### src/rtl/spi_slave_if_if.sv
// SPI slave front end bundle: serial pins plus RAM-facing word/byte path.
// master = SPI master and RAM side, slave = the front end itself.
interface spi_slave_if_if #(
    parameter int FRAME_W = 10,
    parameter int DATA_W  = 8
);
    logic               SS_n;
    logic               MOSI;
    logic               MISO;
    logic [FRAME_W-1:0] rx_data;
    logic               rx_valid;
    logic [DATA_W-1:0]  tx_data;
    logic               tx_valid;

    modport master (
        output SS_n, MOSI, tx_data, tx_valid,
        input  MISO, rx_data, rx_valid
    );

    modport slave (
        input  SS_n, MOSI, tx_data, tx_valid,
        output MISO, rx_data, rx_valid
    );
endinterface

### src/rtl/spi_slave_if.sv
// SPI slave serial front end: MOSI frames to RAM words,
// RAM read bytes back out on MISO, MSB first.
module spi_slave_if #(
    parameter int FRAME_W = 10,
    parameter int DATA_W  = 8
) (
    input  logic            clk,
    input  logic            rst_n,
    spi_slave_if_if.slave   bus
);
    typedef enum logic [2:0] {
        IDLE,
        CHK_CMD,
        WRITE,
        READ_ADD,
        READ_DATA
    } state_t;

    localparam int CW = $clog2(FRAME_W + 1);
    localparam int TW = $clog2(DATA_W);

    state_t             state;
    state_t             state_n;
    logic [CW-1:0]      bit_cnt;
    logic [FRAME_W-2:0] shreg;
    logic [DATA_W-1:0]  tx_sh;
    logic [TW-1:0]      tx_left;
    logic               tx_busy;
    logic               tx_done;
    logic               rd_addr_seen;
    logic               miso_q;
    logic [FRAME_W-1:0] rx_data_q;
    logic               rx_valid_q;
    logic               shifting;
    logic               last_bit;
    logic               tx_wait;

    assign shifting = (state == WRITE || state == READ_ADD ||
                       state == READ_DATA) &&
                      (bit_cnt != CW'(FRAME_W));
    assign last_bit = shifting && (bit_cnt == CW'(FRAME_W - 1));
    assign tx_wait  = (state == READ_DATA) &&
                      (bit_cnt == CW'(FRAME_W)) &&
                      !tx_busy && !tx_done;

    assign bus.MISO     = miso_q;
    assign bus.rx_data  = rx_data_q;
    assign bus.rx_valid = rx_valid_q;

    // State register.
    always_ff @(posedge clk) begin
        if (!rst_n) state <= IDLE;
        else        state <= state_n;
    end

    // Next state: select bit picks the frame type, SS_n high ends it.
    always_comb begin
        state_n = state;
        case (state)
            IDLE: begin
                if (!bus.SS_n) state_n = CHK_CMD;
            end
            CHK_CMD: begin
                if (bus.SS_n)         state_n = IDLE;
                else if (!bus.MOSI)   state_n = WRITE;
                else if (rd_addr_seen) state_n = READ_DATA;
                else                  state_n = READ_ADD;
            end
            default: begin
                if (bus.SS_n) state_n = IDLE;
            end
        endcase
    end

    // Datapath: word deserialiser, read-address flag, MISO serialiser.
    always_ff @(posedge clk) begin
        if (!rst_n) begin
            bit_cnt      <= '0;
            shreg        <= '0;
            tx_sh        <= '0;
            tx_left      <= '0;
            tx_busy      <= 1'b0;
            tx_done      <= 1'b0;
            rd_addr_seen <= 1'b0;
            miso_q       <= 1'b0;
            rx_data_q    <= '0;
            rx_valid_q   <= 1'b0;
        end else begin
            rx_valid_q <= 1'b0;
            if (state != IDLE && bus.SS_n) begin
                bit_cnt <= '0;
                tx_left <= '0;
                tx_busy <= 1'b0;
                tx_done <= 1'b0;
                miso_q  <= 1'b0;
            end else begin
                if (shifting) begin
                    shreg   <= {shreg[FRAME_W-3:0], bus.MOSI};
                    bit_cnt <= bit_cnt + 1'b1;
                    if (last_bit) begin
                        rx_data_q  <= {shreg, bus.MOSI};
                        rx_valid_q <= 1'b1;
                        if (state == READ_ADD) rd_addr_seen <= 1'b1;
                    end
                end
                if (tx_wait && bus.tx_valid) begin
                    tx_sh   <= {bus.tx_data[DATA_W-2:0], 1'b0};
                    miso_q  <= bus.tx_data[DATA_W-1];
                    tx_left <= TW'(DATA_W - 1);
                    tx_busy <= 1'b1;
                end else if (tx_busy) begin
                    if (tx_left != '0) begin
                        miso_q  <= tx_sh[DATA_W-1];
                        tx_sh   <= {tx_sh[DATA_W-2:0], 1'b0};
                        tx_left <= tx_left - 1'b1;
                    end else begin
                        miso_q       <= 1'b0;
                        tx_busy      <= 1'b0;
                        tx_done      <= 1'b1;
                        rd_addr_seen <= 1'b0;
                    end
                end
            end
        end
    end
endmodule

### src/flat_wrapper.sv
// flat-port wrapper written by rule: the top's interface ports become plain ports
module spi_slave_if_flat 
#(
    parameter int FRAME_W = 10,
    parameter int DATA_W  = 8
)
  (clk, rst_n, bus_SS_n, bus_MOSI, bus_tx_data, bus_tx_valid, bus_MISO, bus_rx_data, bus_rx_valid);
  spi_slave_if_if #(.FRAME_W(FRAME_W), .DATA_W(DATA_W)) bus_i ();
  input  logic clk;
  input  logic rst_n;
  input wire logic [$bits(bus_i.SS_n)-1:0] bus_SS_n;
  input wire logic [$bits(bus_i.MOSI)-1:0] bus_MOSI;
  input wire logic [$bits(bus_i.tx_data)-1:0] bus_tx_data;
  input wire logic [$bits(bus_i.tx_valid)-1:0] bus_tx_valid;
  output wire logic [$bits(bus_i.MISO)-1:0] bus_MISO;
  output wire logic [$bits(bus_i.rx_data)-1:0] bus_rx_data;
  output wire logic [$bits(bus_i.rx_valid)-1:0] bus_rx_valid;
  assign bus_i.SS_n = bus_SS_n;
  assign bus_i.MOSI = bus_MOSI;
  assign bus_i.tx_data = bus_tx_data;
  assign bus_i.tx_valid = bus_tx_valid;
  assign bus_MISO = bus_i.MISO;
  assign bus_rx_data = bus_i.rx_data;
  assign bus_rx_valid = bus_i.rx_valid;
  spi_slave_if #(.FRAME_W(FRAME_W), .DATA_W(DATA_W)) u_core (.clk(clk), .rst_n(rst_n), .bus(bus_i));
endmodule
### config.mk
export PLATFORM = sky130hd
export DESIGN_NAME = spi_slave_if_flat
export DESIGN_NICKNAME = d
export VERILOG_FILES = /design/src/rtl/spi_slave_if_if.sv /design/src/rtl/spi_slave_if.sv /design/src/flat_wrapper.sv
export SDC_FILE = /design/constraint.sdc
export NUM_CORES = 1
export LEC_CHECK = 0
export ABC_AREA = 1
export BUFFER_PORTS_ARGS = -buffer_cell sky130_fd_sc_hd__buf_2
export CAP_MARGIN = 20
export CORE_MARGIN = 4
export CORE_UTILIZATION = 60
export DETAILED_ROUTE_END_ITERATION = 16
export PLACE_DENSITY = 0.92
export SYNTH_ARGS = -nofsm -noshare
export SYNTH_HDL_FRONTEND = slang
export SYNTH_SLANG_ARGS = --single-unit
### constraint.sdc
create_clock -name clk -period 2.6 [get_ports clk]
set_input_delay 0.39 -clock clk [delete_from_list [all_inputs] [get_ports clk]]
set_output_delay 0.39 -clock clk [all_outputs]
set_load 0.01 [all_outputs]
==> run_results.csv, run 1 <==
group,metric,value,unit
drt,vias,1671,
setup_path,crit_arrival,2.36,ns
setup_path,slowest_delay,0.40,ns
floorplanning,die_w,63.7,um
layout,fin_nets,297,
setup_path,worstPathCellList,"inv_1 > ha_1 > nand3_2 > inv_2 > a21oi_4 > nand3_2 > nor2_4 > nand2_1 > nand2_1",
drt,drt-initial-drc-count,91,
clock_tree,clkSinkCount,41,
setup_path,worstSetupPathDepth,9,
setup_path,cp_num_buf_inv,2,
sta,rsz0062_at_grt,"false",
sta,worst_pin_slew,0.496,ns
drt,avgRoutedWirePerCell,11.9,um
drt,dr.pass1.iters,4,
floorplanning,die_height,63.7,um
clock_tree,cts_tree,"yes",
floorplanning,start_util,0.653,
floorplanning,rows,19,
placement,dp_hpwl,2650,um
sta,setup_viol,0,
synthesis,synth-seq-cells,41,
placement,place_congestion,0.786,
layout,n_antenna_cell,0,
clock_tree,h-tree-depth,2,
global_route,grt_overflow,0,
sta,min_period,2.05,ns
synthesis,postSynthCellCount,254,
sta,setup-tns-final,0,ns
clock_tree,cts_setup_buffers,0,
layout,syn_to_final_growth,11.4,%
global_route,grt_antenna_before_repair,0,
drt,drt_wl_total,3710,um
sta,post-route-period-util,0.790,
global_route,grtUsageTotal,0.204,
clock_tree,clockRootBuffer,"clkbuf_4",
power_and_ir_drop,cellPowerDensity,541,nW/um^2
drt,remaining_drc_errors,0,
clock_tree,clkTransAtPathRegs,0.11,ns
clock_tree,numCtsBuffers,5,
drt,wl_met2,1770,um
drt,ant_nets,0,
worst_hold_path,min_path_type,"input pin to flip-flop",
floorplanning,floorplan.die_area,4060,um^2
placement,postPlaceCellArea,1990,um^2
power_and_ir_drop,peakVddDrop,425,uV
drt,wl_met1,1650,um
job,maxCapViolations,0,
setup_path,crit_family,"simple AND/OR/NAND/NOR gates",
setup_path,ff2ff_path_depth,9,
clock_tree,clock_latency,0.36,ns
setup_path,required,2.91,ns
setup_path,path_class,"flip-flop to flip-flop",
sta,fin_skew,0.00889,ns
layout,final_core_util,0.727,
layout,nFillCells,222,
worst_hold_path,min_path_cells,3,
sta,fmax,0.487,GHz
layout,seq_area,821,um^2
clock_tree,cts_resized,0,
layout,layout_commonest_cell,"nand2_1",
setup_path,end_kind,"flip-flop",
synthesis,synth_warnings,0,
synthesis,yosysUniqueCellTypes,27,
placement,portBuffers,24,
run_status,status,"finished clean",
layout,drive_gt1_frac,0.171,
synthesis,syn_area,1860,um^2
power_and_ir_drop,p_leak,0.968,nW
sta,slew_violations,0,
setup_path,cp-start-kind,"flip-flop",
global_route,grt_max_degree,18,
synthesis,syn_area_per_cell,7.33,um^2
synthesis,ys_seq_area_frac,0.441,
global_route,grt_pass1_wl,6620,um
synthesis,synth_nets,272,
floorplanning,core_area,2850,um^2
setup_path,crit_slowest_cell,"dfxtp_1",
floorplanning,ios,25,
sta,slew_headroom,0.668,
global_route,grt_pass1_vias,1590,
drt,routed_via_density,5.37,
clock_tree,cts.hold.buffers_added,0,
drt,dr.max_layer_used,"met4",
sta,finalHoldViolCount,0,
setup_path,critPathMaxFanout,16,
layout,design_area,2070,um^2
clock_tree,cts.path.max_buffers,2,
layout,most-common-layout-cells,"67 x nand2_1, 41 x dfxtp_1, 27 x nand3_1, 25 x inv_1, 24 x buf_2",
layout,multi_input_area,886,um^2
drt,wl_met3,217,um
[logic make-up after synthesis]
family | Yosys count | share of synthesized area
DFF | 41 | 0.441
and+or+nand+nor | 134 | 0.327
xor gates and xnor gates | 2 | 0.00941
AOI/OAI and AO/OA | 35 | 0.106
buffers and inverters | 37 | 0.0833
adders and majority gates | 5 | 0.0336
[final timing paths]
kind	startpoint	end	slack, ns
worst max register to register	u_core.bit_cnt[0]	u_core.bus.rx_data[3]	0.55
worst max-delay path	u_core.bit_cnt[0]	u_core.bus.rx_data[3]	0.55
worst min register to register	u_core.tx_done	u_core.tx_done	0.46
worst min-delay path	bus_MOSI	u_core.bus.rx_data[0]	0.28
[Yosys cell counts, drive strengths merged]
library cell / number / area (um^2)
buf: 5 / 33.8
nor2: 26 / 115
a21oi: 23 / 126
xor2: 1 / 8.76
clkinv: 1 / 3.75
ha: 5 / 62.6
clkbuf: 2 / 8.75
nand3: 29 / 155
nor3: 3 / 15.0
o21ai: 12 / 71.3
inv: 29 / 109
and3: 1 / 6.26
dfxtp: 41 / 821
nand2: 71 / 292
xnor2: 1 / 8.76
nand4: 4 / 25.0
[state kept, by name, indices dropped and copies added (netlist names)]
register             cells
u_core.tx_sh             7
u_core.tx_left           3
u_core.tx_busy           1
u_core.bus.rx_valid      1
u_core.rd_addr_seen      1
u_core.tx_done           1
u_core.shreg             9
u_core.bus.MISO          1
u_core.bus.rx_data      10
u_core.state             3
u_core.bit_cnt           4
[cell type report]
type                    instances  area share
clock buffers                   6      0.0247
clock inverters                 2      0.0181
well taps                      31      0.0187
flip-flops and latches         41       0.396
multi-input cells             176       0.427
inverters                      30      0.0543
repair buffers                 25      0.0615
[tightest hold or removal path: cells and delay by family]
family	cells	cell delay, ns
buffers and inverters	1	0.12
AND/OR/NAND/NOR	2	0.11
[where the power goes]
part,internal [mW],leakage [nW],switching [mW]
logic,0.0165,0.593,0.0363
registers,0.631,0.331,0.00421
clock network,0.228,0.0445,0.206
total,0.876,0.968,0.247
[per-stage QoR]
stage               hold slack [ns]  worst slack, ns  instances  power (mW)
floorplan                     0.422             1.12        254       0.682
global route                  0.266            0.377        311        1.17
detailed placement            0.436            0.591        303       0.702
global placement              0.432            0.709        303       0.699
finish                        0.279            0.546        311        1.12
CTS                           0.272            0.557        311        1.13
[per-layer routing]
layer	vias to the layer above	track usage
li1	861	-
met1	759	0.226
met2	43	0.349
met3	8	0.0710
met4	0	0.0970
met5	-	0
Power figures use the tool's default switching activity.
==> run 2: changes to the inputs <==
--- a/config.mk
+++ b/config.mk
@@ -9,9 +9,9 @@
 export BUFFER_PORTS_ARGS = -buffer_cell sky130_fd_sc_hd__buf_2
 export CAP_MARGIN = 20
 export CORE_MARGIN = 4
-export CORE_UTILIZATION = 60
+export CORE_UTILIZATION = 56
 export DETAILED_ROUTE_END_ITERATION = 16
-export PLACE_DENSITY = 0.92
+export PLACE_DENSITY = 0.87
 export SYNTH_ARGS = -nofsm -noshare
 export SYNTH_HDL_FRONTEND = slang
 export SYNTH_SLANG_ARGS = --single-unit
==> constraint.sdc (replaced) <==
create_clock -name clk -period 2 [get_ports clk]
set_input_delay 0.3 -clock clk [delete_from_list [all_inputs] [get_ports clk]]
set_output_delay 0.3 -clock clk [all_outputs]
set_load 0.01 [all_outputs]
==> run_results.csv, run 2 (same netlist as run 1, synthesis figures left out) <==
group,metric,value,unit
clock_tree,cts.hold.buffers_added,0,
sta,post-route-period-util,0.877,
global_route,grt_overflow,0,
sta,fmax,0.570,GHz
drt,vias,1659,
layout,seq_area,821,um^2
floorplanning,core_area,3130,um^2
global_route,grtUsageTotal,0.187,
job,maxCapViolations,0,
layout,syn_to_final_growth,14.2,%
clock_tree,clock_latency,0.36,ns
global_route,grt_pass1_wl,6260,um
placement,postPlaceCellArea,2020,um^2
setup_path,path_class,"flip-flop to flip-flop",
global_route,grt_max_degree,18,
layout,nFillCells,285,
drt,ant_nets,0,
layout,layout_commonest_cell,"nand2_1",
floorplanning,die_height,65.7,um
floorplanning,ios,25,
power_and_ir_drop,p_leak,0.993,nW
power_and_ir_drop,cellPowerDensity,732,nW/um^2
clock_tree,cts_setup_buffers,0,
floorplanning,start_util,0.595,
sta,slew_violations,0,
layout,largest_register_ffs,10,
layout,n_antenna_cell,0,
layout,most-common-layout-cells,"67 x nand2_1, 41 x dfxtp_1, 27 x nand3_1, 25 x inv_1, 24 x buf_2",
clock_tree,numCtsBuffers,5,
layout,fin_nets,300,
layout,drive_gt1_frac,0.180,
sta,slew_headroom,0.673,
floorplanning,die_w,65.7,um
clock_tree,clkSinkCount,41,
layout,design_area,2130,um^2
clock_tree,h-tree-depth,2,
setup_path,cp-start-kind,"flip-flop",
sta,setup-tns-final,0,ns
placement,place_ws,0.270,ns
drt,avgRoutedWirePerCell,11.0,um
floorplanning,rows,20,
sta,setup_viol,0,
setup_path,critPathMaxFanout,15,
clock_tree,cts_tree,"yes",
drt,drt_wl_total,3610,um
setup_path,end_kind,"flip-flop",
sta,min_period,1.75,ns
setup_path,crit_arrival,2.00,ns
placement,portBuffers,24,
global_route,grt_antenna_before_repair,0,
drt,dr.pass1.iters,4,
clock_tree,cts_resized,0,
sta,setup_ws,0.246,ns
clock_tree,clockRootBuffer,"clkbuf_4",
floorplanning,floorplan.die_area,4310,um^2
sta,fin_skew,0.0163,ns
placement,place_congestion,0.846,
sta,finalHoldViolCount,0,
drt,drt-initial-drc-count,59,
clock_tree,cts.path.max_buffers,2,
sta,rsz0062_at_grt,"false",
layout,multi_input_area,886,um^2
clock_tree,clkTransAtPathRegs,0.11,ns
placement,dp_hpwl,2590,um
drt,remaining_drc_errors,0,
drt,routed_via_density,5.07,
global_route,grt_pass1_vias,1489,
setup_path,required,2.25,ns
run_status,status,"finished clean",
sta,worst_pin_slew,0.489,ns
power_and_ir_drop,peakVddDrop,688,uV
worst_hold_path,min_path_type,"input pin to flip-flop",
==> run 2: cell count changes in the layout (fill, tap and decap cells not counted) <==
| cell | before | now |
|---|---|---|
| clkinvlp_4 | 1 | 0 |
| clkinv_2 | 0 | 1 |
| bufinv_16 | 1 | 2 |
| buf_4 | 1 | 4 |
| clkbuf_8 | 1 | 0 |
==> run 2: area by class of cell <==
type,instances,area share
tap,44,0.0259
multi-input combinational,176,0.416
inverter,30,0.0529
clock inverter,3,0.0306
sequential,41,0.386
timing repair buffer,28,0.0706
clock buffer,5,0.0176
==> run 2: path summary, 6_finish.rpt <==
path / start / endpoint / slack [ns] / depth (start not counted)
setup / recovery: u_core.bit_cnt[0] / u_core.shreg[6] / 0.25 / 9
hold / removal: bus_MOSI / u_core.bus.rx_data[0] / 0.19 / 3
setup reg to reg: u_core.bit_cnt[0] / u_core.shreg[6] / 0.25 / 9
hold reg to reg: u_core.tx_done / u_core.tx_done / 0.46 / 2
==> run 2: per-layer routing <==
metal / up-vias / track usage / share of wire
li1: 867 / - / -
met2: 42 / 0.302 / 0.46
met4: 0 / 0.0855 / 0.021
met5: - / 0 / 0
met1: 743 / 0.229 / 0.46
met3: 7 / 0.0547 / 0.059
==> run 2: through the flow <==
step	power, mW	utilization	hold WS (ns)	std cells
after floorplan	0.887	-	0.403	254
after global placement	0.915	0.647	0.432	319
after detailed placement	0.916	0.647	0.446	319
after CTS	1.57	0.680	0.167	327
after global routing	1.61	0.680	0.187	327
final	1.56	0.680	0.186	327
==> run 2: worst max-delay path: stages, from the launching register on <==
cell and delay [ns]:
dfxtp_1 0.40, inv_1 0.09, ha_1 0.21, nand3_2 0.09, inv_2 0.09, a21oi_4 0.13, buf_4 0.21, nand2_1 0.22
nand2_1 0.13, a21oi_1 0.07
==> run 2: report_power, final <==
group / leakage (nW) / internal (mW) / switching (mW)
clock: 0.0552 / 0.387 / 0.272
sequential: 0.331 / 0.821 / 0.00519
combinational: 0.607 / 0.0249 / 0.0471
